<file path="config.mk">
export PLATFORM = sky130hd
export DESIGN_NAME = restador_serial
export DESIGN_NICKNAME = d
export VERILOG_FILES = /design/src/rtl/restador_serial_pkg.sv /design/src/rtl/restador_serial_completo.sv /design/src/rtl/restador_serial.sv
export SDC_FILE = /design/constraint.sdc
export NUM_CORES = 1
export LEC_CHECK = 0
export ABC_AREA = 1
export CORE_MARGIN = 2
export CORE_UTILIZATION = 37
export DETAILED_ROUTE_END_ITERATION = 8
export GPL_TIMING_DRIVEN = 0
export SYNTH_ARGS = -nofsm -noshare
export SYNTH_HDL_FRONTEND = slang
export SYNTH_SLANG_ARGS = --single-unit
</file>
<file path="constraint.sdc">
create_clock -name Clock -period 1.5 [get_ports Clock]
set_input_delay 0.45 -clock Clock [delete_from_list [all_inputs] [get_ports Clock]]
set_output_delay 0.45 -clock Clock [all_outputs]
set_load 0.03 [all_outputs]
</file>
<file path="src/rtl/restador_serial_pkg.sv">
// Shared definitions for the serial subtractor: FSM encodings and default width.
package restador_serial_pkg;

  // Default operand/result width; legal range is 2..16.
  localparam int DEFAULT_WIDTH = 4;

  // Controller states.
  typedef enum logic [1:0] {
    S_IDLE  = 2'd0,
    S_SHIFT = 2'd1,
    S_DONE  = 2'd2
  } state_t;

endpackage : restador_serial_pkg

</file>
<file path="src/rtl/restador_serial_completo.sv">
// 1-bit full subtractor: d = a - b - bin, bout set when the difference goes negative.
module restador_completo (
  input  logic a,
  input  logic b,
  input  logic bin,
  output logic d,
  output logic bout
);

  // Difference is the parity of the three inputs; a borrow is needed when b
  // exceeds a, or when a equals b and a borrow is already pending.
  always_comb begin
    d    = a ^ b ^ bin;
    bout = (~a & b) | (~(a ^ b) & bin);
  end

endmodule : restador_completo

</file>
<file path="src/rtl/restador_serial.sv">
// Bit-serial subtractor: computes A - B - borrow-in one bit per cycle, LSB first.
//
// Handshake: a start is accepted only when oBusy is 0 (IDLE) and iStart is 1 at
// a rising edge; operands are captured on that edge. oDone pulses for one cycle
// when oResult/oBorrow/oZero take the new values. iStart while busy is dropped.
module restador_serial
  import restador_serial_pkg::*;
#(
  parameter int WIDTH = DEFAULT_WIDTH
) (
  input  logic             Clock,
  input  logic             Reset,
  input  logic             iStart,
  input  logic [WIDTH-1:0] iOpA,
  input  logic [WIDTH-1:0] iOpB,
  input  logic             iBorrow0,
  output logic [WIDTH-1:0] oResult,
  output logic             oBorrow,
  output logic             oZero,
  output logic             oBusy,
  output logic             oDone,
  output state_t           dbg_state
);

  // Counter only needs to reach WIDTH, so it never wraps.
  localparam int              CW   = $clog2(WIDTH + 1);
  localparam logic [CW-1:0]   LAST = CW'(WIDTH - 1);

  state_t           state;
  state_t           state_next;
  logic             load;
  logic             shift_en;
  logic             finish;

  logic [WIDTH-1:0] a_sr;
  logic [WIDTH-1:0] b_sr;
  logic [WIDTH-1:0] res_sr;
  logic             brw;
  logic [CW-1:0]    cnt;

  logic             bit_d;
  logic             bit_bout;

  // Single shared full subtractor fed from the operand LSBs and the borrow flop.
  restador_completo u_fs (
    .a    (a_sr[0]),
    .b    (b_sr[0]),
    .bin  (brw),
    .d    (bit_d),
    .bout (bit_bout)
  );

  // State register; reset wins over every transition.
  always_ff @(posedge Clock) begin
    if (Reset) state <= S_IDLE;
    else       state <= state_next;
  end

  // Next-state and datapath control decode.
  always_comb begin
    state_next = state;
    load       = 1'b0;
    shift_en   = 1'b0;
    finish     = 1'b0;
    case (state)
      S_IDLE: begin
        if (iStart) begin
          load       = 1'b1;
          state_next = S_SHIFT;
        end
      end
      S_SHIFT: begin
        shift_en = 1'b1;
        // The edge that processes the last bit also moves us to DONE.
        if (cnt == LAST) state_next = S_DONE;
      end
      S_DONE: begin
        finish     = 1'b1;
        state_next = S_IDLE;
      end
      default: state_next = S_IDLE;
    endcase
  end

  assign oBusy     = (state != S_IDLE);
  assign dbg_state = state;

  // Operand/result shift registers, borrow flop and bit counter.
  always_ff @(posedge Clock) begin
    if (Reset) begin
      a_sr   <= '0;
      b_sr   <= '0;
      res_sr <= '0;
      brw    <= 1'b0;
      cnt    <= '0;
    end else if (load) begin
      a_sr   <= iOpA;
      b_sr   <= iOpB;
      res_sr <= '0;
      brw    <= iBorrow0;
      cnt    <= '0;
    end else if (shift_en) begin
      a_sr   <= a_sr >> 1;
      b_sr   <= b_sr >> 1;
      // New bit enters at the MSB so bit 0 ends up in the LSB after WIDTH shifts.
      res_sr <= {bit_d, res_sr[WIDTH-1:1]};
      brw    <= bit_bout;
      cnt    <= cnt + CW'(1);
    end
  end

  // Visible results update only on completion, so shift progress never leaks out.
  always_ff @(posedge Clock) begin
    if (Reset) begin
      oResult <= '0;
      oBorrow <= 1'b0;
      oZero   <= 1'b1;
      oDone   <= 1'b0;
    end else begin
      oDone <= finish;
      if (finish) begin
        oResult <= res_sr;
        oBorrow <= brw;
        oZero   <= (res_sr == '0);
      end
    end
  end

endmodule : restador_serial

</file>
==> flow_summary_export.csv <==
group,metric,value,unit
clocking,maximum_count_of_clock_buffers_along_a_single_path,2,
power_and_ir_drop,comb_power_share,15.9,%
clocking,numCtsBuffers,3,
timing,finalHoldViolations,0,
worst_setup_path,worstPathCellList,"clkdlybuf4s15_1",
logic_synthesis,postSynthCellCount,157,
logic_synthesis,syn-cell-area,1110,sq um
grt,wire_length_of_the_first_global_routing_pass,3950,microns
timing,slew_headroom,69.3,%
final_layout,layout-drive-gt1-share,16.4,%
grt,via_count_of_the_first_global_routing_pass,934,
detailed_routing,via_to_cell_ratio,4.72,
clocking,cts_max_level,1,
logic_synthesis,seq_area_frac_synth,45.0,%
detailed_routing,detail-route-antenna-nets,0,
worst_setup_path,critical_path_peak_fanout,2,
power_and_ir_drop,net-switching-power,324,uW
place,buffer_ports.inserted,19,
timing,max_freq,673,MHz
power_and_ir_drop,power.share.sequential,58.7,%
grt,gr-usage-all-layers,14.5,%
detailed_routing,drcViolationCount,3,
status,outcome,"finished with violations",
floorplanning,initial_core_util,39.7,%
final_layout,total_number_of_nets_in_the_final_design,199,
worst_hold_path,hold_path_class,"input pin to flip-flop",
grt,globalRouteOverflowTotal,0,
worst_setup_path,timing.critical_path.required,1050,ps
clocking,ctsHoldBuffers,0,
timing,fin_crit_sh,99.0,%
place,dpl_wire_length,1660,microns
final_layout,fin_area,1410,sq um
grt,initial_antenna_violation_count,0,
logic_synthesis,synthFlopType,"sky130_fd_sc_hd__dfxtp_1",
detailed_routing,routed_wl,2250,microns
worst_setup_path,critical_path_arrival,1030,ps
worst_setup_path,critPathKind,"flip-flop to output port",
status,violations,"design-rule violations",
logic_synthesis,ys.warnings.count,0,
place,post_dp_cell_area,1340,sq um
final_layout,most-common-layout-cells,"44 x sky130_fd_sc_hd__nand2_1, 23 x sky130_fd_sc_hd__inv_1, 23 x sky130_fd_sc_hd__dfxtp_1",
worst_setup_path,worst_path_dominant_cell_family,"buffers and inverters",
detailed_routing,drt-wirelength-per-cell,10.5,microns
timing,finalSetupViolations,0,
logic_synthesis,flop_and_latch_count_out_of_synthesis,25,
worst_setup_path,critical_path.endpoint_type,"output port",
timing,drv_slew,0,
timing,fin_skew,5.73,ps
logic_synthesis,postSynth.asyncResetShare,0,%
power_and_ir_drop,power.switching_fraction,27.1,%
timing,period_needed,1480,ps
power_and_ir_drop,clock_power_share,25.4,%
run,drv_cap,0,
clocking,worst_setup_hold_path_clk_slew,140,ps
final_layout,diodes,0,
place,place_ws,-299,ps
timing,rsz0062_at_grt,"yes",
timing,setup_tns,0,ps
worst_setup_path,slowest_stage_delay_on_critical_path,370,ps
clocking,clkLatencyLatePin,310,ps
floorplanning,floorplan.die.width,58.8,microns
logic_synthesis,synth_area_per_cell,7.08,sq um
grt,grt_max_degree,16,
floorplanning,fp.coreArea,2810,sq um
power_and_ir_drop,power.total,1.19,mW
floorplanning,fp-row-count,19,
power_and_ir_drop,leak_pwr,0.620,nW
final_layout,most_common_cell_after_layout_fill_and_taps_aside,"sky130_fd_sc_hd__nand2_1",
detailed_routing,drtIter0Drc,73,
power_and_ir_drop,power_per_cell_area,847,nW/um^2
floorplanning,die-area,3460,sq um
power_and_ir_drop,irDropWorstVdd,0.421,mV
detailed_routing,drt_pass1_iterations,6,
timing,timing_worst_slew_pin_value,460,ps
worst_setup_path,critPathLaunchType,"flip-flop",
final_layout,area_growth,26.7,%
worst_setup_path,worst-path-buf-inv,1,
timing,timing.final.ws_setup,15.2,ps
logic_synthesis,yosys.cell_types.count,18,
logic_synthesis,synth-edff-count,0,
worst_setup_path,crit_slowest_cell,"sky130_fd_sc_hd__clkdlybuf4s15_1",
logic_synthesis,synth.net_count,172,
floorplanning,die-height,58.8,microns
floorplanning,io_pins,22,
clocking,numClockSinks,25,
clocking,cts-root-buf,"sky130_fd_sc_hd__clkbuf_4",
final_layout,nFillCells,303,
place,global_placement_routability_congestion,0.709,
power_and_ir_drop,cell_internal_pwr,870,uW
detailed_routing,route.vias.total,1010,
clocking,cts_tree,"yes",
[area by class of cell]
type / count / area [sq um] / share of cell area [%]
Sequential cell: 25 / 505 / 35.9
Clock inverter: 1 / 7.51 / 0.533
Tap cell: 31 / 38.8 / 2.75
Multi-Input combinational cell: 101 / 493 / 35.0
Timing Repair Buffer: 22 / 216 / 15.4
Buffer: 4 / 23.8 / 1.69
Clock buffer: 3 / 22.5 / 1.60
Inverter: 27 / 101 / 7.19
[power groups by stage]
stage	registers, mW	clock network (mW)	logic, mW
3_5_place_dp	0.716	0	0.178
2_1_floorplan	0.718	0	0.114
5_1_grt	0.704	0.344	0.217
3_3_place_gp	0.715	0	0.176
6_report	0.701	0.303	0.190
4_1_cts	0.701	0.316	0.191
[sequential cells by signal (all words and copies together), names as in the netlist]
| name | cells |
|---|---|
| cnt | 3 |
| b_sr | 4 |
| brw | 1 |
| dbg_state | 2 |
| oZero | 1 |
| res_sr | 4 |
| a_sr | 4 |
| oResult | 4 |
| oBorrow | 1 |
| oDone | 1 |
[per-layer routing]
layer | GRT usage [%] | part of all wire, % | up-vias | wire (microns)
met1 | 19.5 | 47 | 465 | 1070
met4 | 4.55 | 0.58 | 0 | 13
li1 | - | - | 532 | -
met5 | 0 | 0 | - | 0
met2 | 24.1 | 49 | 11 | 1100
met3 | 1.98 | 3.5 | 2 | 79
[final timing paths]
path                 from           end  slack, ps  cells after the start
max          dbg_state[0]  dbg_state[0]         20                      1
min                 Reset    oResult[3]        440                      2
min reg2reg       b_sr[1]       b_sr[1]        480                      2
max reg2reg  dbg_state[0]        cnt[0]        200                      9
[logic make-up (layout without fill, tap and decap cells)]
group,after synthesis,in the layout,share of synthesized area [%]
buffers and inverters,31,57,10.7
adders and majority gates,3,3,4.05
AOI/OAI and AO/OA,18,18,8.44
and+or+nand+nor,79,79,31.0
xor gates and xnor gates,1,1,0.788
DFF,25,25,45.0
[what timing repair did]
| item | in CTS | in global routing |
|---|---|---|
| pin swaps | 1 | 1 |
| buffers inserted | 2 | 1 |
| cloned | 0 | 0 |
| resized for setup | 40 | 0 |
| setup endpoints to repair | 10 | 2 |
[Yosys cell counts, drive strengths merged, types with 2 or more instances]
cell type | instances | area share (%)
nand2 | 47 | 17
dfxtp | 25 | 45
clkbuf | 2 | 0.68
nor2 | 18 | 8.1
ha | 2 | 2.2
a21oi | 12 | 5.4
inv | 27 | 9.1
o21ai | 6 | 3.0
nand3 | 11 | 4.9
nor3 | 2 | 0.90
buf | 2 | 0.90
[per-stage QoR]
| stage | hold WS (ps) | std cells | util [%] |
|---|---|---|---|
| 2_1_floorplan | 440 | 157 | - |
| 3_3_place_gp | 456 | 207 | 47.8 |
| 3_5_place_dp | 455 | 207 | 47.8 |
| 4_1_cts | 439 | 213 | 50.0 |
| 5_1_grt | 442 | 214 | 50.2 |
| 6_report | 442 | 214 | 50.2 |
Note: power is estimated with default switching activity, not from simulation.
